--- config.mk ---
export PLATFORM = sky130hd
export DESIGN_NAME = mem_arbiter
export DESIGN_NICKNAME = d
export VERILOG_FILES = /design/src/rtl/mem_arbiter.sv
export SDC_FILE = /design/constraint.sdc
export NUM_CORES = 1
export LEC_CHECK = 0
export ABC_AREA = 1
export ABC_CLOCK_PERIOD_IN_PS = 16900
export CAP_MARGIN = 20
export CORE_AREA = 5 5 285 287
export CTS_BUF_LIST = sky130_fd_sc_hd__clkbuf_8
export DETAILED_ROUTE_END_ITERATION = 8
export DIE_AREA = 0 0 290 292
export GPL_ROUTABILITY_DRIVEN = 0
export GPL_TIMING_DRIVEN = 0
export MAX_ROUTING_LAYER = met4
export SLEW_MARGIN = 30
export SYNTH_ARGS = -nofsm -noshare
export SYNTH_HDL_FRONTEND = slang
export SYNTH_SLANG_ARGS = --single-unit
export TNS_END_PERCENT = 20
--- constraint.sdc ---
create_clock -name clk -period 16.9 [get_ports clk]
set_input_delay 2.535 -clock clk [delete_from_list [all_inputs] [get_ports clk]]
set_output_delay 2.535 -clock clk [all_outputs]
set_load 0.03 [all_outputs]
--- src/rtl/mem_arbiter.sv ---
// mem_arbiter: shares one line-wide memory port between I-refill and D refill/write-back
module mem_arbiter #(
    parameter int ADDR_WIDTH = 32,
    parameter int LINE_WIDTH = 128,
    parameter int MAX_CONSEC = 4,
    parameter int TIMEOUT    = 255
) (
    input  logic                  clk,
    input  logic                  rst,
    input  logic                  i_req,
    input  logic [ADDR_WIDTH-1:0] i_addr,
    output logic [LINE_WIDTH-1:0] i_rdata,
    output logic                  i_ready,
    input  logic                  d_req,
    input  logic                  d_we,
    input  logic [ADDR_WIDTH-1:0] d_addr,
    input  logic [LINE_WIDTH-1:0] d_wdata,
    output logic [LINE_WIDTH-1:0] d_rdata,
    output logic                  d_ready,
    output logic                  mem_req,
    output logic                  mem_we,
    output logic [ADDR_WIDTH-1:0] mem_addr,
    output logic [LINE_WIDTH-1:0] mem_wdata,
    input  logic [LINE_WIDTH-1:0] mem_rdata,
    input  logic                  mem_ready,
    output logic                  busy,
    output logic                  grant_d,
    output logic                  timeout_err
);
    localparam int CW = $clog2(MAX_CONSEC + 1);
    localparam int WW = $clog2(TIMEOUT + 1);

    typedef enum logic [1:0] {IDLE, WAIT, DONE} state_t;

    state_t                state_q;
    logic [CW-1:0]         consec_q;
    logic [CW-1:0]         consec_d;
    logic [WW-1:0]         wdog_q;
    logic [LINE_WIDTH-1:0] i_rdata_q, d_rdata_q, mem_wdata_q;
    logic [ADDR_WIDTH-1:0] mem_addr_q;
    logic                  i_ready_q, d_ready_q, mem_req_q, mem_we_q, grant_d_q, timeout_err_q;
    logic                  pick_d;

    // D wins unless the I side has already waited through MAX_CONSEC D grants in a row
    always_comb begin
        pick_d   = d_req && !(i_req && consec_q == CW'(MAX_CONSEC));
        consec_d = (pick_d && i_req) ? consec_q + 1'b1 : '0;
    end

    // sequencer: grant in IDLE, handshake plus watchdog in WAIT, completion pulse in DONE
    always_ff @(posedge clk or posedge rst) begin
        if (rst) begin
            state_q       <= IDLE;
            consec_q      <= '0;
            wdog_q        <= '0;
            i_rdata_q     <= '0;
            d_rdata_q     <= '0;
            mem_wdata_q   <= '0;
            mem_addr_q    <= '0;
            i_ready_q     <= 1'b0;
            d_ready_q     <= 1'b0;
            mem_req_q     <= 1'b0;
            mem_we_q      <= 1'b0;
            grant_d_q     <= 1'b0;
            timeout_err_q <= 1'b0;
        end else begin
            case (state_q)
                IDLE: if (i_req || d_req) begin
                    state_q    <= WAIT;
                    mem_req_q  <= 1'b1;
                    grant_d_q  <= pick_d;
                    mem_addr_q <= pick_d ? d_addr : i_addr;
                    mem_we_q   <= pick_d && d_we;
                    if (pick_d && d_we) mem_wdata_q <= d_wdata;
                    consec_q   <= consec_d;
                    wdog_q     <= '0;
                end
                WAIT: if (mem_ready || wdog_q == WW'(TIMEOUT - 1)) begin
                    state_q   <= DONE;
                    mem_req_q <= 1'b0;
                    if (!mem_ready) timeout_err_q <= 1'b1;
                    if (grant_d_q) begin
                        d_ready_q <= 1'b1;
                        if (!mem_we_q) d_rdata_q <= mem_ready ? mem_rdata : '0;
                    end else begin
                        i_ready_q <= 1'b1;
                        i_rdata_q <= mem_ready ? mem_rdata : '0;
                    end
                end else begin
                    wdog_q <= wdog_q + 1'b1;
                end
                default: begin
                    state_q   <= IDLE;
                    i_ready_q <= 1'b0;
                    d_ready_q <= 1'b0;
                end
            endcase
        end
    end

    assign i_rdata     = i_rdata_q;
    assign i_ready     = i_ready_q;
    assign d_rdata     = d_rdata_q;
    assign d_ready     = d_ready_q;
    assign mem_req     = mem_req_q;
    assign mem_we      = mem_we_q;
    assign mem_addr    = mem_addr_q;
    assign mem_wdata   = mem_wdata_q;
    assign grant_d     = grant_d_q;
    assign timeout_err = timeout_err_q;
    assign busy        = state_q != IDLE;
endmodule

; ---- Word-level counts from Yosys, hierarchy flattened
; Cells that the tools add are included.
[op_classes]
n_addsub = 2
mux = 18
eq_ne = 8
bitwise_logic = 4
reduce_logical = 20
[ops]
columns = operator, n
row1 = 2-to-1 mux 128 bit, 1
row2 = 2-to-1 mux 32 bit, 1
row3 = AND reduction 3 bit, 7
row4 = 2-to-1 mux 8 bit, 2
row5 = one-hot mux 8 bit (2 select lines), 1
row6 = "inequality test 2 bit, second input constant", 5
row7 = "adder 8 x 1 -> 8 bit, second input constant", 1
row8 = "equality test 8 bit, second input constant", 1
row9 = 2-to-1 mux 1 bit, 6
row10 = one-hot mux 1 bit (2 select lines), 3
row11 = logical AND 1 bit, 4
row12 = 2-to-1 mux 2 bit, 2
row13 = inverter 1 bit, 4
row14 = one-hot mux 2 bit (2 select lines), 1
row15 = AND reduction 2 bit, 2
row16 = AND reduction 4 bit, 1
row17 = nonzero test 2 bit, 2
row18 = "adder 3 x 1 -> 3 bit, second input constant", 1
row19 = "equality test 3 bit, second input constant", 1
row20 = 2-to-1 mux 3 bit, 1
row21 = "equality test 2 x 1 -> 1 bit, second input constant", 1
row22 = zero test 2 bit, 1
row23 = logical OR 1 bit, 2
row24 = zero test 1 bit, 1
[totals]
out_inout_bits = 423
regBits = 435
inputBits = 326

; ---- Longest topological paths before layout
; Gate-level depths: netlist (run 1).
[logic_depth]
ltp_word = 6
mapped_depth = 11
mapped_depth_nobuf = 9

; ---- Worst setup path after synthesis (run 1)
; OpenSTA, ideal clock, no wires.
[synth_timing]
path_type = input-to-reg
startpoint = input port i_req
endpoint = register mem_wdata_q[113], in the netlist mem_wdata[113]
slack_ps = 13398
n_path_buf = 2
t_required_ps = 16770
setup_time_ps = 130
cell_stages = 8
arrival_ps = 3372
path_cell_list = nand3_1 -> nand2_2 -> inv_2 -> nand3_2 -> buf_2 -> buf_4 -> nand2_1 -> o21ai_0
[synth_between]
elab_chain_cells = 5
word_cells_on_any_way = 6
cone_classes = reduce/logical: 6
[synth_rtl]
columns = item, line_no
row1 = "start, declared", 10  ; input logic i_req,
row2 = logical AND 1 bit, 46  ; pick_d = d_req && !(i_req && consec_q == CW'(MAX_CONSEC));
row3 = zero test 1 bit, 46
row4 = logical AND 1 bit, 46
row5 = logical AND 1 bit, 74  ; if (pick_d && d_we) mem_wdata_q <= d_wdata;
row6 = AND reduction 3 bit (no line) *, --
row7 = "end signal, assigned", 74
row8 = "end, declared", 39  ; logic [LINE_WIDTH-1:0] i_rdata_q, d_rdata_q, mem_wdata_q;
; Mark *: on every way between the ends. The rest lies on a longest branch, timed or not.
; A chain may end at the register's enable or synchronous reset.

; ---- Worst setup path in the final report (run 1)
[layout_timing]
startpoint = register state_q[1]
endpoint = output port busy
[layout_between]
elab_chain_cells = 1
[layout_rtl]
columns = item, line_no
row1 = "start, declared", 35  ; state_t state_q;
row2 = "start signal, assigned", 53  ; state_q <= IDLE;
row3 = "start signal, assigned", 69  ; state_q <= WAIT;
row4 = "start signal, assigned", 79  ; state_q <= DONE;
row5 = nonzero test 2 bit, 111  ; assign busy = state_q != IDLE;
row6 = "end, declared", 26  ; output logic busy,
; Every way passes these cells.

==> results.toml, run 1 <==
[worst_setup_path]
arrival_ns = 1.89
endpoint = "busy"
worstSetupPathType = "flip-flop to primary output"
cp-start-kind = "flip-flop"
critPathLaunch = "state_q[1]$_DFFE_PP0P_"
cp-end-kind = "primary output"
worst_r2r_endpoint = "i_rdata[11]$_DFFE_PP0P_"
ff2ff_setup_slack_ns = 14.73
cp.required_ns = 14.37
r2r_start = "grant_d$_DFFE_PP0P_"
crit_fanout = 4
reg2regPathDepth = 5

[placed_design]
dpl_worst_slack_ns = 12.34
hpwl_um = 60400
io_buffer_count = 747

[cts]
clkSinkCount = 435
postCtsSetupBuffers = 0
cts_hold_buffers = 0
cts_tree = "built"
numCtsBuffers = 82
cts.reportedPaths.clkPinSlew_ns = 0.05
clk_latency_ns = 0.67
cts_resized = 0
clock_path_buffers = 3
cts-root-buf = "clkbuf_8"
htreeDepth = 3

[sta]
period_share_pct = 26.2
slew_headroom_pct = 35.1
tightest_slew_ns = 0.973
skew_ns = 0.0616
period_needed_ns = 4.42
setup_tns_ns = 0
holdWs_ns = 0.447
finalWorstSetupSlack_ns = 12.48
finalMaxSlewViolations = 0
fmax_ghz = 0.226
hold_viol = 0
rsz0062_at_grt = "false"
setup-violations-final = 0

[routing]
via_count = 16900
first_pass_iters = 5
route.detailed.drc = 0
viasPerCell = 4.32
wire_per_inst_um = 20.1
wl_um = 78500
ant_nets = 0
drt_iter0_markers = 969

[logic_synthesis]
synth-warning-count = 0
synth_area_leaders = "dfrtp_1 (61%), nand2_1 (15%), nand4_1 (4.5%), nand3_1 (3.9%), inv_1 (3.1%)"
synth_largest_area_cell = "dfrtp_1"
synth_top_area_share_pct = 61.2
ys_ff_latch = 435
synth_most_common_cell = "nand2_1"
ys_dominant_reg_cell = "dfrtp_1"
synth.net_count = 2292
synthArstFlopShare_pct = 100
syn_avg_cell_area_um2 = 9.06
seq_area_frac_synth_pct = 61.2
ys_types = 23
ys_top_cells_by_count = "nand2_1 (706), dfrtp_1 (435), inv_1 (145)"
synth_edf_count = 0
postSynthCellCount = 1962
syn_area_mm2 = 0.0178

[die]
core_mm2 = 0.0784
boundaryPins = 749
initial_core_util_pct = 22.7
die-width_um = 290
die_y_um = 292
die_area_mm2 = 0.0847
core.rowCount = 103

[global_route]
overflow = 0
grt_pass1_vias = 17300
grt_first_pass_wirelength_um = 115000
globalRouteTotalUtil_pct = 18.3
grt_max_degree = 88
antenna_found_initial = 8

[power_and_ir_drop]
vdd_drop_max_uv = 102
p_per_area_mw_per_mm2 = 206
leakagePower_nw = 13.6

[run_status]
status = "completed"

[cells_and_area]
nNetsFinal = 3128
fill_cells = 8134
drive_above_1_share_pct = 7.38
syn2layout_area_growth_pct = 59.3
multi_input_area_mm2 = 0.00549
seqCellArea_mm2 = 0.0109

[worst_hold_path]
hold_class = "flip-flop to flip-flop"
worst_hold_path.num_cells = 1

[job]
maxCapViolCount = 0
[flip-flops by register name (all words and copies together) (netlist names)]
register	cells
d_ready	1
i_rdata	128
mem_req	1
consec_q	3
state_q	2
mem_we	1
grant_d	1
mem_addr	32
timeout_err	1
wdog_q	8
i_ready	1
d_rdata	128
mem_wdata	128
[layer usage]
layer / global-route usage, % / part of all wire, % / vias up
met5: - / 0 / -
met4: 6.14 / 3.4 / 0
li1: - / - / 8020
met2: 30.2 / 49 / 699
met3: 5.45 / 8.1 / 151
met1: 21.5 / 40 / 8050
[critical path, stage by stage (launching register included)]
cell	delay [ns]
dfrtp_1	0.35
inv_2	0.06
nand2_2	0.11
clkdlybuf4s50_1	0.72
[cell families after synthesis]
kind of cell | share of synthesized area, %
simple gates | 24.6
flops | 61.2
buf+inv | 7.89
compound gates | 5.90
fa+ha+maj | 0.281
xor+xnor | 0.148
[power by group]
group | total, W | switching, W | internal [W]
clock network | 0.00102 | 0.000477 | 0.000538
registers | 0.00180 | 0.000290 | 0.00151
logic | 0.00302 | 0.00189 | 0.00113
[stage by stage]
stage          area [um^2]  std cells  total power (W)  util (%)
2_1_floorplan        17800       1962          0.00337         -
6_report             28300       3915          0.00583      36.2
3_5_place_dp         26700       3764          0.00487      34.1
3_3_place_gp         26600       3759          0.00485      33.9
5_1_grt              28300       3914          0.00617      36.1
4_1_cts              28300       3908          0.00593      36.1
[cells in the final DEF, fill, tap and decap left out]
| master | instances |
|---|---|
| nand3_2 | 2 |
| buf_2 | 38 |
| clkbuf_2 | 2 |
| clkdlybuf4s50_1 | 747 |
| buf_16 | 5 |
| nand3b_1 | 1 |
| nand3_1 | 137 |
| xor2_1 | 2 |
| nor3_2 | 1 |
| a21oi_1 | 67 |
| o21ai_0 | 93 |
| bufinv_16 | 1 |
| o21ai_1 | 48 |
| clkbuf_8 | 97 |
| inv_12 | 1 |
| nand2_1 | 706 |
| buf_4 | 16 |
| inv_8 | 4 |
| nand2_2 | 4 |
| clkinvlp_4 | 3 |
| inv_2 | 4 |
| a21o_1 | 1 |
| clkbuf_1 | 56 |
| diode_2 | 7 |
| clkinv_2 | 4 |
| xnor2_1 | 1 |
| nand4_1 | 128 |
| buf_6 | 28 |
| ha_1 | 4 |
| inv_1 | 179 |
| dfrtp_1 | 435 |
| nor2_1 | 42 |
| nor2_4 | 1 |
[how the worst min path moves through the flow]
stage	startpoint	endpoint	slack (ns)
after global routing	state_q[1]$_DFFE_PP0P_	i_ready$_DFFE_PP0P_	0.47
after global placement	state_q[1]$_DFFE_PP0P_	i_ready$_DFFE_PP0P_	0.44
after CTS	state_q[1]$_DFFE_PP0P_	i_ready$_DFFE_PP0P_	0.45
after floorplan	state_q[1]$_DFFE_PP0P_	i_ready$_DFFE_PP0P_	0.42
final	state_q[1]$_DFFE_PP0P_	i_ready$_DFFE_PP0P_	0.45
after detailed placement	state_q[1]$_DFFE_PP0P_	i_ready$_DFFE_PP0P_	0.44
[area by class of cell]
class	instances	area share, %
clock inverters	47	0.897
flip-flops and latches	435	38.4
plain buffers	140	2.99
diodes	7	0.0618
repair buffers	752	26.9
well taps	1050	4.64
inverters	149	2.00
clock buffers	97	4.71
multi-input cells	1238	19.4
(Power assumes the default switching activity.)
==> inputs of run 2 (changes only) <==
--- a/config.mk
+++ b/config.mk
@@ -6,7 +6,7 @@
 export NUM_CORES = 1
 export LEC_CHECK = 0
 export ABC_AREA = 1
-export ABC_CLOCK_PERIOD_IN_PS = 16900
+export ABC_CLOCK_PERIOD_IN_PS = 4200
 export CAP_MARGIN = 20
 export CORE_AREA = 5 5 285 287
 export CTS_BUF_LIST = sky130_fd_sc_hd__clkbuf_8
==> constraint.sdc (replaced) <==
create_clock -name clk -period 4.2 [get_ports clk]
set_input_delay 0.63 -clock clk [delete_from_list [all_inputs] [get_ports clk]]
set_output_delay 0.63 -clock clk [all_outputs]
set_load 0.03 [all_outputs]
==> results.toml, run 2 (synthesis gave the netlist of run 1 again) <==
[cts]
cts_hold_buffers = 0
htreeDepth = 3
clkSinkCount = 435
cts-root-buf = "clkbuf_8"
clk_latency_ns = 0.67
cts_resized = 0
cts_tree = "built"
clock_path_buffers = 3
cts.reportedPaths.clkPinSlew_ns = 0.06
numCtsBuffers = 80
postCtsSetupBuffers = 0

[sta]
period_needed_ns = 2.56
period_share_pct = 60.9
rsz0062_at_grt = "false"
tightest_slew_ns = 0.922
slew_headroom_pct = 38.5
hold_viol = 0
setup-violations-final = 0
finalMaxSlewViolations = 0
fmax_ghz = 0.391
skew_ns = 0.0395
finalWorstSetupSlack_ns = 1.64

[power_and_ir_drop]
pwr-share-clk_pct = 17.8
combPwrFrac_pct = 51.8
p_per_area_mw_per_mm2 = 825
p_int_w = 0.0129
switching_share_pct = 45.4
vdd_drop_max_uv = 412
pwr-share-seq_pct = 30.4
leakagePower_nw = 13.7
p_sw_w = 0.0107

[placed_design]
hpwl_um = 62700
place_inst = 3778
io_buffer_count = 747
dpl_worst_slack_ns = 1.41

[die]
core_mm2 = 0.0784
die-width_um = 290
boundaryPins = 749
initial_core_util_pct = 22.7
core.rowCount = 103
die_y_um = 292
die_area_mm2 = 0.0847

[routing]
via_count = 17100
route.detailed.drc = 0
first_pass_iters = 6
viasPerCell = 4.35
wl_um = 80200
drt_iter0_markers = 946
wire_per_inst_um = 20.4
ant_nets = 0

[global_route]
grt_max_degree = 30
antenna_found_initial = 4
globalRouteTotalUtil_pct = 18.8
overflow = 0
grt_first_pass_wirelength_um = 118000
grt_pass1_vias = 18000

[cells_and_area]
drive_above_1_share_pct = 7.94
layout.cells.most_common = "clkdlybuf4s50_1"
nNetsFinal = 3140
fill_cells = 8099
fin_cells = 3925
syn2layout_area_growth_pct = 61.0
most-common-layout-cells = "clkdlybuf4s50_1 (747), nand2_1 (706), dfrtp_1 (435)"

[worst_hold_path]
hold_class = "input pin to async pin"

[worst_setup_path]
worstSetupPathType = "flip-flop to primary output"
cp-end-kind = "primary output"
max_stage_delay_ns = 0.89
cp_slowest_cell = "clkdlybuf4s50_1"
crit_chain = "clkdlybuf4s50_1"
cp.required_ns = 3.57
arrival_ns = 1.93
cp-start-kind = "flip-flop"
crit_family = "buffers and inverters"
path_buf_inv = 1
crit_fanout = 2

[run_status]
status = "completed"

[job]
maxCapViolCount = 0
run 2: stage by stage:
step	TNS (ns)	hold WS [ns]	instance area, um^2	power [W]	util, %
after floorplan	-1002.81	0.423	17800	0.0135	-
after global placement	-2514.09	0.437	26600	0.0195	33.9
after detailed placement	0	0.441	27000	0.0196	34.5
after CTS	0	0.209	28600	0.0240	36.5
after global routing	0	0.247	28600	0.0250	36.5
final	0	0.291	28600	0.0236	36.5
run 2: worst paths after layout:
check,start,to,slack [ns],cells past startpoint
min,rst,d_rdata[0]$_DFFE_PP0P_,0.29,2
max reg2reg,grant_d$_DFFE_PP0P_,i_rdata[11]$_DFFE_PP0P_,1.95,5
min in group clk,mem_ready,state_q[1]$_DFFE_PP0P_,0.41,3
max,i_rdata[16]$_DFFE_PP0P_,i_rdata[16],1.64,1
max in group asynchronous,rst,d_rdata[15]$_DFFE_PP0P_,2.41,8
min reg2reg,state_q[1]$_DFFE_PP0P_,i_ready$_DFFE_PP0P_,0.45,1
run 2: layout make-up:
| class | count | area (um^2) | share of cell area [%] |
|---|---|---|---|
| plain buffers | 140 | 846 | 2.95 |
| multi-input cells | 1238 | 5490 | 19.2 |
| flip-flops and latches | 435 | 10900 | 38.0 |
| well taps | 1050 | 1310 | 4.59 |
| clock buffers | 98 | 1350 | 4.71 |
| inverters | 149 | 563 | 1.97 |
| clock inverters | 44 | 277 | 0.966 |
| diodes | 5 | 12.5 | 0.0437 |
| repair buffers | 766 | 7900 | 27.6 |
run 2: metal layers:
metal | vias to the layer above | global-route usage (%) | share of wire, %
li1 | 8034 | - | -
met1 | 8167 | 21.7 | 39
met2 | 708 | 31.3 | 49
met3 | 148 | 5.54 | 8.2
met4 | 0 | 6.93 | 3.6
met5 | - | - | 0
run 2: power groups by stage:
stage | sequential (W) | clock, W | combinational (W)
final | 0.00719 | 0.00420 | 0.0122
after detailed placement | 0.00722 | 0 | 0.0124
after CTS | 0.00718 | 0.00437 | 0.0124
after global placement | 0.00718 | 0 | 0.0123
after floorplan | 0.0108 | 0 | 0.00279
after global routing | 0.00743 | 0.00455 | 0.0130
run 2: worst reg2reg max path: cells and delay by family (launching register included):
kind | cells | cell delay [ns]
buf+inv | 3 | 1.38
flops | 1 | 0.39
simple gates | 2 | 0.41
==> inputs of run 3 (changes only) <==
--- a/config.mk
+++ b/config.mk
@@ -6,7 +6,7 @@
 export NUM_CORES = 1
 export LEC_CHECK = 0
 export ABC_AREA = 1
-export ABC_CLOCK_PERIOD_IN_PS = 4200
+export ABC_CLOCK_PERIOD_IN_PS = 2400
 export CAP_MARGIN = 20
 export CORE_AREA = 5 5 285 287
 export CTS_BUF_LIST = sky130_fd_sc_hd__clkbuf_8
==> constraint.sdc (replaced) <==
create_clock -name clk -period 2.4 [get_ports clk]
set_input_delay 0.36 -clock clk [delete_from_list [all_inputs] [get_ports clk]]
set_output_delay 0.36 -clock clk [all_outputs]
set_load 0.03 [all_outputs]
==> results.toml, run 3 (synthesis gave the netlist of run 1 again) <==
[sta]
holdWs_ns = 0.147
finalWorstSetupSlack_ns = 0.131
finalMaxSlewViolations = 0
fmax_ghz = 0.441
tightest_slew_ns = 0.951
rsz0062_at_grt = "false"
period_needed_ns = 2.27
setup-violations-final = 0
hold_viol = 0
period_share_pct = 94.5
slew_headroom_pct = 36.6
skew_ns = 0.0424

[cells_and_area]
drive_above_1_share_pct = 7.98
nNetsFinal = 3141
fill_cells = 8099
syn2layout_area_growth_pct = 61.0
most-common-layout-cells = "clkdlybuf4s50_1 (745), nand2_1 (706), dfrtp_1 (435)"
layout.cells.most_common = "clkdlybuf4s50_1"

[global_route]
grt_pass1_vias = 18000
grt_max_degree = 30
globalRouteTotalUtil_pct = 18.8
overflow = 0
grt_first_pass_wirelength_um = 118000
antenna_found_initial = 4

[worst_setup_path]
crit_fanout = 3
crit_chain = "inv_1 -> nand2_2 -> clkdlybuf4s50_1"
cp_slowest_cell = "clkdlybuf4s50_1"
max_stage_delay_ns = 0.73
worstSetupPathType = "flip-flop to primary output"
arrival_ns = 1.91
cp-end-kind = "primary output"
cp.required_ns = 2.04
ff2ff_setup_slack_ns = 0.19
cp-start-kind = "flip-flop"

[die]
die_y_um = 292
boundaryPins = 749
die_area_mm2 = 0.0847
die-width_um = 290
core.rowCount = 103
core_mm2 = 0.0784
initial_core_util_pct = 22.7

[cts]
numCtsBuffers = 80
clock_path_buffers = 3
clk_latency_ns = 0.66
clkSinkCount = 435
htreeDepth = 3
cts_tree = "built"
cts-root-buf = "clkbuf_8"
cts.reportedPaths.clkPinSlew_ns = 0.05
postCtsSetupBuffers = 0

[power_and_ir_drop]
vdd_drop_max_uv = 720
p_per_area_mw_per_mm2 = 1440
leakagePower_nw = 13.7

[routing]
wire_per_inst_um = 20.5
first_pass_iters = 7
via_count = 17100
wl_um = 80200
ant_nets = 0
viasPerCell = 4.36
drt_iter0_markers = 952
route.detailed.drc = 0

[placed_design]
dpl_worst_slack_ns = -0.120
hpwl_um = 62700
io_buffer_count = 747

[worst_hold_path]
hold_class = "input pin to flip-flop"

[job]
maxCapViolCount = 0

[run_status]
status = "completed"
-- run 3: cell type report --
type	count	area (um^2)	area share, %
flip-flops and latches	435	10900	38.0
plain buffers	140	847	2.96
well taps	1050	1310	4.59
repair buffers	767	7900	27.6
clock buffers	98	1350	4.71
inverters	149	563	1.97
multi-input cells	1238	5490	19.2
clock inverters	44	277	0.966
diodes	2	5.00	0.0175
-- run 3: stage by stage --
step           util (%)  std cells  instance area (um^2)  setup TNS [ns]  power, W
5_1_grt            36.5       3922                 28600               0    0.0438
2_1_floorplan         -       1962                 17800        -1668.36    0.0237
3_3_place_gp       33.9       3759                 26600        -3185.20    0.0341
3_5_place_dp       34.5       3778                 27000           -1.26    0.0343
4_1_cts            36.5       3921                 28600               0    0.0420
6_report           36.5       3923                 28600               0    0.0414
-- run 3: routing by layer --
layer	track usage, %	wire, um
met1	21.7	31700
met2	31.3	39100
met3	5.54	6570
met4	6.93	2930
met5	-	0
-- run 3: final timing paths --
kind	startpoint	to	depth (start not counted)
hold / removal	mem_ready	state_q[1]$_DFFE_PP0P_	3
setup / recovery	state_q[0]$_DFFE_PP0P_	busy	3
min in group asynchronous	rst	d_rdata[0]$_DFFE_PP0P_	3
max in group asynchronous	rst	d_rdata[15]$_DFFE_PP0P_	9
hold reg to reg	state_q[1]$_DFFE_PP0P_	i_ready$_DFFE_PP0P_	1
setup reg to reg	state_q[1]$_DFFE_PP0P_	i_rdata[11]$_DFFE_PP0P_	7
-- run 3: repair_timing --
item                       4_1_cts  5_1_grt
gates cloned                     0        0
setup endpoints to repair        2        1
hold endpoints to repair        13        0
hold buffers                     1        0
resized for setup                2        3
-- run 3: critical path: cells and delay by family (launching register included) --
| family | cells | cell delay (ns) |
|---|---|---|
| flops | 1 | 0.35 |
| simple gates | 1 | 0.11 |
| buf+inv | 2 | 0.80 |
-- run 3: report_power, final --
group / total, W / internal, W / switching, W
sequential: 0.0126 / 0.0106 / 0.00194
combinational: 0.0214 / 0.00799 / 0.0134
clock: 0.00734 / 0.00393 / 0.00341
